==> src/rtl/pmc_shift_sequencer.sv <==
// pmc_shift_sequencer: generates the shA/clkSh waveform that moves one
// SHIFT_LEN-bit word through the pixel-matrix shift path, then pulses done.
// Optional acquisition gate phase before the shift: define PMC_SEQ_GATE_EN.
module pmc_shift_sequencer #(
   parameter  int SHIFT_LEN = 16,
   parameter  int DIV_W     = 8,
   localparam int CNT_W     = $clog2(SHIFT_LEN + 1)
) (
   input  logic             clk,
   input  logic             rst,
   input  logic             start,
   input  logic             abort,
   input  logic [DIV_W-1:0] cfg_div,
   input  logic [3:0]       cfg_setup,
`ifdef PMC_SEQ_GATE_EN
   input  logic [15:0]      cfg_gate,
   output logic             gate,
`endif
   output logic             busy,
   output logic             done,
   output logic             shA,
   output logic             clkSh,
   output logic [CNT_W-1:0] bit_cnt
);

   // Phase counter must hold the longest latched phase length.
`ifdef PMC_SEQ_GATE_EN
   localparam int PW = (DIV_W > 16) ? DIV_W : 16;
`else
   localparam int PW = (DIV_W > 4) ? DIV_W : 4;
`endif

   typedef enum logic [2:0] {
      ST_IDLE  = 3'd0,
`ifdef PMC_SEQ_GATE_EN
      ST_GATE  = 3'd1,
`endif
      ST_SETUP = 3'd2,
      ST_SHIFT = 3'd3,
      ST_HOLD  = 3'd4,
      ST_DONE  = 3'd5
   } state_t;

   state_t           state_r, state_nxt_s;
   logic [PW-1:0]    cnt_r, cnt_nxt_s;
   logic [PW-1:0]    div_r, setup_r;
`ifdef PMC_SEQ_GATE_EN
   logic [PW-1:0]    gate_len_r;
   logic             gate_r;
`endif
   logic             clk_sh_r, clk_sh_nxt_s;
   logic [CNT_W-1:0] bit_cnt_r, bit_cnt_nxt_s;
   logic             latch_s;
   logic             busy_r, done_r, sha_r;

   // Next-state, phase counter, shift clock and pulse counter.
   always_comb begin
      state_nxt_s   = state_r;
      cnt_nxt_s     = cnt_r;
      clk_sh_nxt_s  = clk_sh_r;
      bit_cnt_nxt_s = bit_cnt_r;
      latch_s       = 1'b0;
      if ((state_r != ST_IDLE) && abort) begin
         // Abort drops everything except the pulse count reached so far.
         state_nxt_s  = ST_IDLE;
         cnt_nxt_s    = '0;
         clk_sh_nxt_s = 1'b0;
      end else begin
         case (state_r)
            ST_IDLE: begin
               clk_sh_nxt_s = 1'b0;
               if (start && !abort) begin
                  latch_s       = 1'b1;
                  bit_cnt_nxt_s = '0;
                  cnt_nxt_s     = '0;
`ifdef PMC_SEQ_GATE_EN
                  state_nxt_s   = ST_GATE;
`else
                  state_nxt_s   = ST_SETUP;
`endif
               end else begin
                  state_nxt_s = ST_IDLE;
               end
            end
`ifdef PMC_SEQ_GATE_EN
            ST_GATE: begin
               if (cnt_r == gate_len_r) begin
                  cnt_nxt_s   = '0;
                  state_nxt_s = ST_SETUP;
               end else begin
                  cnt_nxt_s = cnt_r + PW'(1);
               end
            end
`endif
            ST_SETUP: begin
               if (cnt_r == setup_r) begin
                  cnt_nxt_s    = '0;
                  clk_sh_nxt_s = 1'b1;
                  state_nxt_s  = ST_SHIFT;
               end else begin
                  cnt_nxt_s = cnt_r + PW'(1);
               end
            end
            ST_SHIFT: begin
               if (cnt_r == div_r) begin
                  cnt_nxt_s = '0;
                  if (clk_sh_r) begin
                     // Falling edge completes a pulse.
                     clk_sh_nxt_s  = 1'b0;
                     bit_cnt_nxt_s = bit_cnt_r + CNT_W'(1);
                  end else if (bit_cnt_r == CNT_W'(SHIFT_LEN)) begin
                     state_nxt_s = ST_HOLD;
                  end else begin
                     clk_sh_nxt_s = 1'b1;
                  end
               end else begin
                  cnt_nxt_s = cnt_r + PW'(1);
               end
            end
            ST_HOLD: begin
               if (cnt_r == div_r) begin
                  cnt_nxt_s   = '0;
                  state_nxt_s = ST_DONE;
               end else begin
                  cnt_nxt_s = cnt_r + PW'(1);
               end
            end
            ST_DONE: begin
               state_nxt_s = ST_IDLE;
            end
            default: begin
               state_nxt_s  = ST_IDLE;
               cnt_nxt_s    = '0;
               clk_sh_nxt_s = 1'b0;
            end
         endcase
      end
   end

   // State, counters and outputs, all decoded from the next state so every output is a flop.
   always_ff @(posedge clk) begin
      if (rst) begin
         state_r   <= ST_IDLE;
         cnt_r     <= '0;
         clk_sh_r  <= 1'b0;
         bit_cnt_r <= '0;
         busy_r    <= 1'b0;
         done_r    <= 1'b0;
         sha_r     <= 1'b0;
`ifdef PMC_SEQ_GATE_EN
         gate_r    <= 1'b0;
`endif
      end else begin
         state_r   <= state_nxt_s;
         cnt_r     <= cnt_nxt_s;
         clk_sh_r  <= clk_sh_nxt_s;
         bit_cnt_r <= bit_cnt_nxt_s;
         busy_r    <= (state_nxt_s != ST_IDLE);
         done_r    <= (state_nxt_s == ST_DONE);
         sha_r     <= (state_nxt_s == ST_SETUP) || (state_nxt_s == ST_SHIFT) ||
                      (state_nxt_s == ST_HOLD);
`ifdef PMC_SEQ_GATE_EN
         gate_r    <= (state_nxt_s == ST_GATE);
`endif
      end
   end

   // Configuration snapshot taken when a start is accepted.
   always_ff @(posedge clk) begin
      if (rst) begin
         div_r      <= '0;
         setup_r    <= '0;
`ifdef PMC_SEQ_GATE_EN
         gate_len_r <= '0;
`endif
      end else if (latch_s) begin
         div_r      <= PW'(cfg_div);
         setup_r    <= PW'(cfg_setup);
`ifdef PMC_SEQ_GATE_EN
         gate_len_r <= PW'(cfg_gate);
`endif
      end
   end

   assign busy    = busy_r;
   assign done    = done_r;
   assign shA     = sha_r;
   assign clkSh   = clk_sh_r;
   assign bit_cnt = bit_cnt_r;
`ifdef PMC_SEQ_GATE_EN
   assign gate    = gate_r;
`endif

endmodule

==> config.mk <==
export PLATFORM = sky130hd
export DESIGN_NAME = pmc_shift_sequencer
export DESIGN_NICKNAME = d
export VERILOG_FILES = /design/src/rtl/pmc_shift_sequencer.sv
export SDC_FILE = /design/constraint.sdc
export NUM_CORES = 1
export LEC_CHECK = 0
export BUFFER_PORTS_ARGS = -buffer_cell sky130_fd_sc_hd__buf_2
export CAP_MARGIN = 20
export CELL_PAD_IN_SITES_DETAIL_PLACEMENT = 1
export CELL_PAD_IN_SITES_GLOBAL_PLACEMENT = 2
export CORE_ASPECT_RATIO = 1.4
export CORE_MARGIN = 8
export CORE_UTILIZATION = 36
export DETAILED_ROUTE_END_ITERATION = 12
export PLACE_DENSITY_LB_ADDON = 0.08
export SLEW_MARGIN = 20
export SYNTH_ARGS = -nofsm -noshare
export SYNTH_HDL_FRONTEND = slang
export SYNTH_SLANG_ARGS = --single-unit
==> constraint.sdc <==
create_clock -name clk -period 3 [get_ports clk]
set_clock_uncertainty 0.1 [all_clocks]
set_input_delay 0.6 -clock clk [delete_from_list [all_inputs] [get_ports clk]]
set_output_delay 0.6 -clock clk [all_outputs]
set_load 0.05 [all_outputs]
==> results_dict.tcl <==
set metrics [dict create \
    fill_cells 574 \
    via_count 1391 \
    max_cap_violations 0 \
    peakVddDrop_mv 0.230 \
    fp.dieArea_mm2 0.00711 \
    via_per_inst 5.04 \
    grtUsageTotal 0.133 \
    reg2reg_depth 5 \
    syn_area_per_cell_um2 8.71 \
    grt_pass1_vias 1592 \
    drive_gt1_frac 0.206 \
    setup_violations 0 \
    firstDrtPassIters 4 \
    cts_setup_buffers 0 \
    p_sw_frac 0.244 \
    maxSlewViolCount 0 \
    switching_power_w 0.000250 \
    yosysWarnings 0 \
    drc 0 \
    synth_commonest_cells "dfxtp_1 (32), nand2_1 (28), nor2_1 (17)" \
    cts_buffer_depth 2 \
    pwr-share-seq 0.441 \
    ys_seq_area_frac 0.383 \
    holdBufCountCts 0 \
    outcome "finished, final reports clean" \
    cts_tree "built" \
    crit_type "reg2reg" \
    synth-main-ff-cell "dfxtp_1" \
    insertedDiodeCount 0 \
    path_delay_family "simple AND/OR/NAND/NOR gates" \
    power.leakage_nw 0.790 \
    crit_buf_inv 0 \
    cts-root-buf "clkbuf_8" \
    grt_setup_unrepaired "no" \
    clkPwrFrac 0.446 \
    clk_pin_slew_worst_paths_ns 0.07 \
    h-tree-depth 2 \
    std_cell_rows 29 \
    syn_area_mm2 0.00167 \
    worstPathCellList "nand3b_4 > nor3b_2 > and4_1 > nand3_1 > mux2_1" \
    wl_um 4280 \
    synth_top_area_share 0.383 \
    port_buffers 24 \
    synth_most_common_cell "dfxtp_1" \
    max_freq_ghz 0.490 \
    placeableCoreArea_mm2 0.00450 \
    period_share 0.680 \
    synth_cell_types 52 \
    fin_tns_setup_ns 0 \
    comb_power_share 0.114 \
    grt_pass1_wl_um 7550 \
    timing.hold.worst_path_depth 2 \
    final_hold_viol_count 0 \
    slew_headroom 0.576 \
    detailed_place_hpwl_um 3270 \
    grt_max_degree 24 \
    ios 25 \
    yosysTopAreaCell "dfxtp_1" \
    antenna_found_initial 0 \
    synth_cells 192 \
    ys_ff_latch 32 \
    fin_crit_ns 2.04 \
    start_kind "register" \
    cts_resized 0 \
    p_int_w 0.000776 \
    dieWidth_um 73.6 \
    cp_slowest_cell "dfxtp_1" \
    synth_area_leaders "dfxtp_1 (38%), xnor2_1 (7.9%), nand2_1 (6.3%), a21oi_1 (3.9%), nor2_1 (3.8%)" \
    crit_path_max_incr_delay_ns 0.71 \
    syn2layout_area_growth_pct 16.3 \
    tightest_slew_ns 0.631 \
    start_util 0.372 \
    clock-sinks 32 \
    ant_nets 0 \
    crit_cells 5 \
    utilization 0.432 \
    grt_overflow 0 \
    synthArstFlopShare 0 \
    post_drt_wl_per_cell_um 15.5 \
    cts_buffers 5 \
    worstPathMaxFanout 15 \
    drt_iter0_drc 64 \
    clock_latency_ns 0.29 \
    die_h_um 96.7 \
    endpoint_kind "register" \
    gp_congestion 0.788 \
    power_density_mw_per_mm2 528 \
    arrival_ns 2.11 \
    synth_edf_count 0 \
    crit_required_ns 3.07 \
    layout.nets 232 \
    syn-num-nets 211 \
    worstHoldPathType "reg2reg" \
]
## worst register-to-register path: stages, from the launching register on
cell      delay [ns]
dfxtp_1         0.71
nand3b_4        0.17
nor3b_2         0.26
and4_1          0.28
nand3_1         0.10
mux2_1          0.31
## power by group through the flow
stage | clock network [W] | logic [W] | registers [W]
floorplan | 0 | 0.0000865 | 0.000460
global placement | 0 | 0.000116 | 0.000462
detailed placement | 0 | 0.000119 | 0.000462
CTS | 0.000469 | 0.000119 | 0.000453
global route | 0.000485 | 0.000131 | 0.000454
finish | 0.000457 | 0.000117 | 0.000452
## cell usage in the layout, fill, tap and decap left out, types with 5 or more instances in the layout
cell | Yosys | routed
clkbuf_8 | 0 | 7
nand2_1 | 28 | 28
nor3_1 | 5 | 5
inv_1 | 5 | 5
a21oi_1 | 13 | 13
buf_2 | 5 | 24
nand3_1 | 5 | 5
nor2_1 | 17 | 17
dfxtp_1 | 32 | 32
o2111ai_1 | 5 | 5
xor2_1 | 6 | 6
xnor2_1 | 15 | 15
## state kept, by name, summed over array words and instances (netlist names)
| signal | cells |
|---|---|
| setup_r | 4 |
| clkSh | 1 |
| state_r | 3 |
| done | 1 |
| div_r | 8 |
| bit_cnt | 5 |
| busy | 1 |
| cnt_r | 8 |
| shA | 1 |
## worst paths after layout
path                          from                 endpoint  slack [ns]
min          div_r[5]$_SDFFE_PP0P_    div_r[5]$_SDFFE_PP0P_        0.37
max reg2reg  state_r[1]$_SDFF_PP0_  bit_cnt[4]$_SDFFE_PP0P_        0.96
min reg2reg  div_r[5]$_SDFFE_PP0P_    div_r[5]$_SDFFE_PP0P_        0.37
max          state_r[1]$_SDFF_PP0_  bit_cnt[4]$_SDFFE_PP0P_        0.96
## cells by family after synthesis
| family | Yosys count | share of synthesized area |
|---|---|---|
| mux | 3 | 0.0187 |
| xor+xnor | 21 | 0.110 |
| flops | 32 | 0.383 |
| compound gates | 35 | 0.144 |
| simple gates | 82 | 0.276 |
| fa+ha+maj | 3 | 0.0224 |
| buf+inv | 16 | 0.0464 |
## cell type report
class,instances,area (um2),share of cell area
clock buffers,7,96.3,0.0495
flip-flops and latches,32,641,0.329
multi-input cells,144,955,0.491
well taps,62,77.6,0.0399
repair buffers,25,128,0.0656
clock inverters,1,30.0,0.0154
inverters,5,18.8,0.00965
## stage by stage
step	setup slack (ns)	hold slack, ns	area (um2)	instances	total power (W)
floorplan	1.03	0.349	1670	192	0.000546
detailed placement	0.859	0.367	1820	268	0.000581
global route	0.817	0.400	1950	276	0.00107
finish	0.960	0.372	1950	276	0.00103
global placement	0.901	0.361	1820	268	0.000578
CTS	0.950	0.377	1950	276	0.00104
## routing by layer
| layer | track usage | up-vias | part of all wire | wire (um) |
|---|---|---|---|---|
| met1 | 0.141 | 657 | 0.41 | 1760 |
| met3 | 0.0362 | 6 | 0.046 | 197 |
| li1 | - | 707 | - | - |
| met4 | 0.0526 | 0 | 0.016 | 69 |
| met5 | 0 | - | 0 | 0 |
| met2 | 0.236 | 21 | 0.53 | 2260 |
Power figures use the tool's default switching activity.
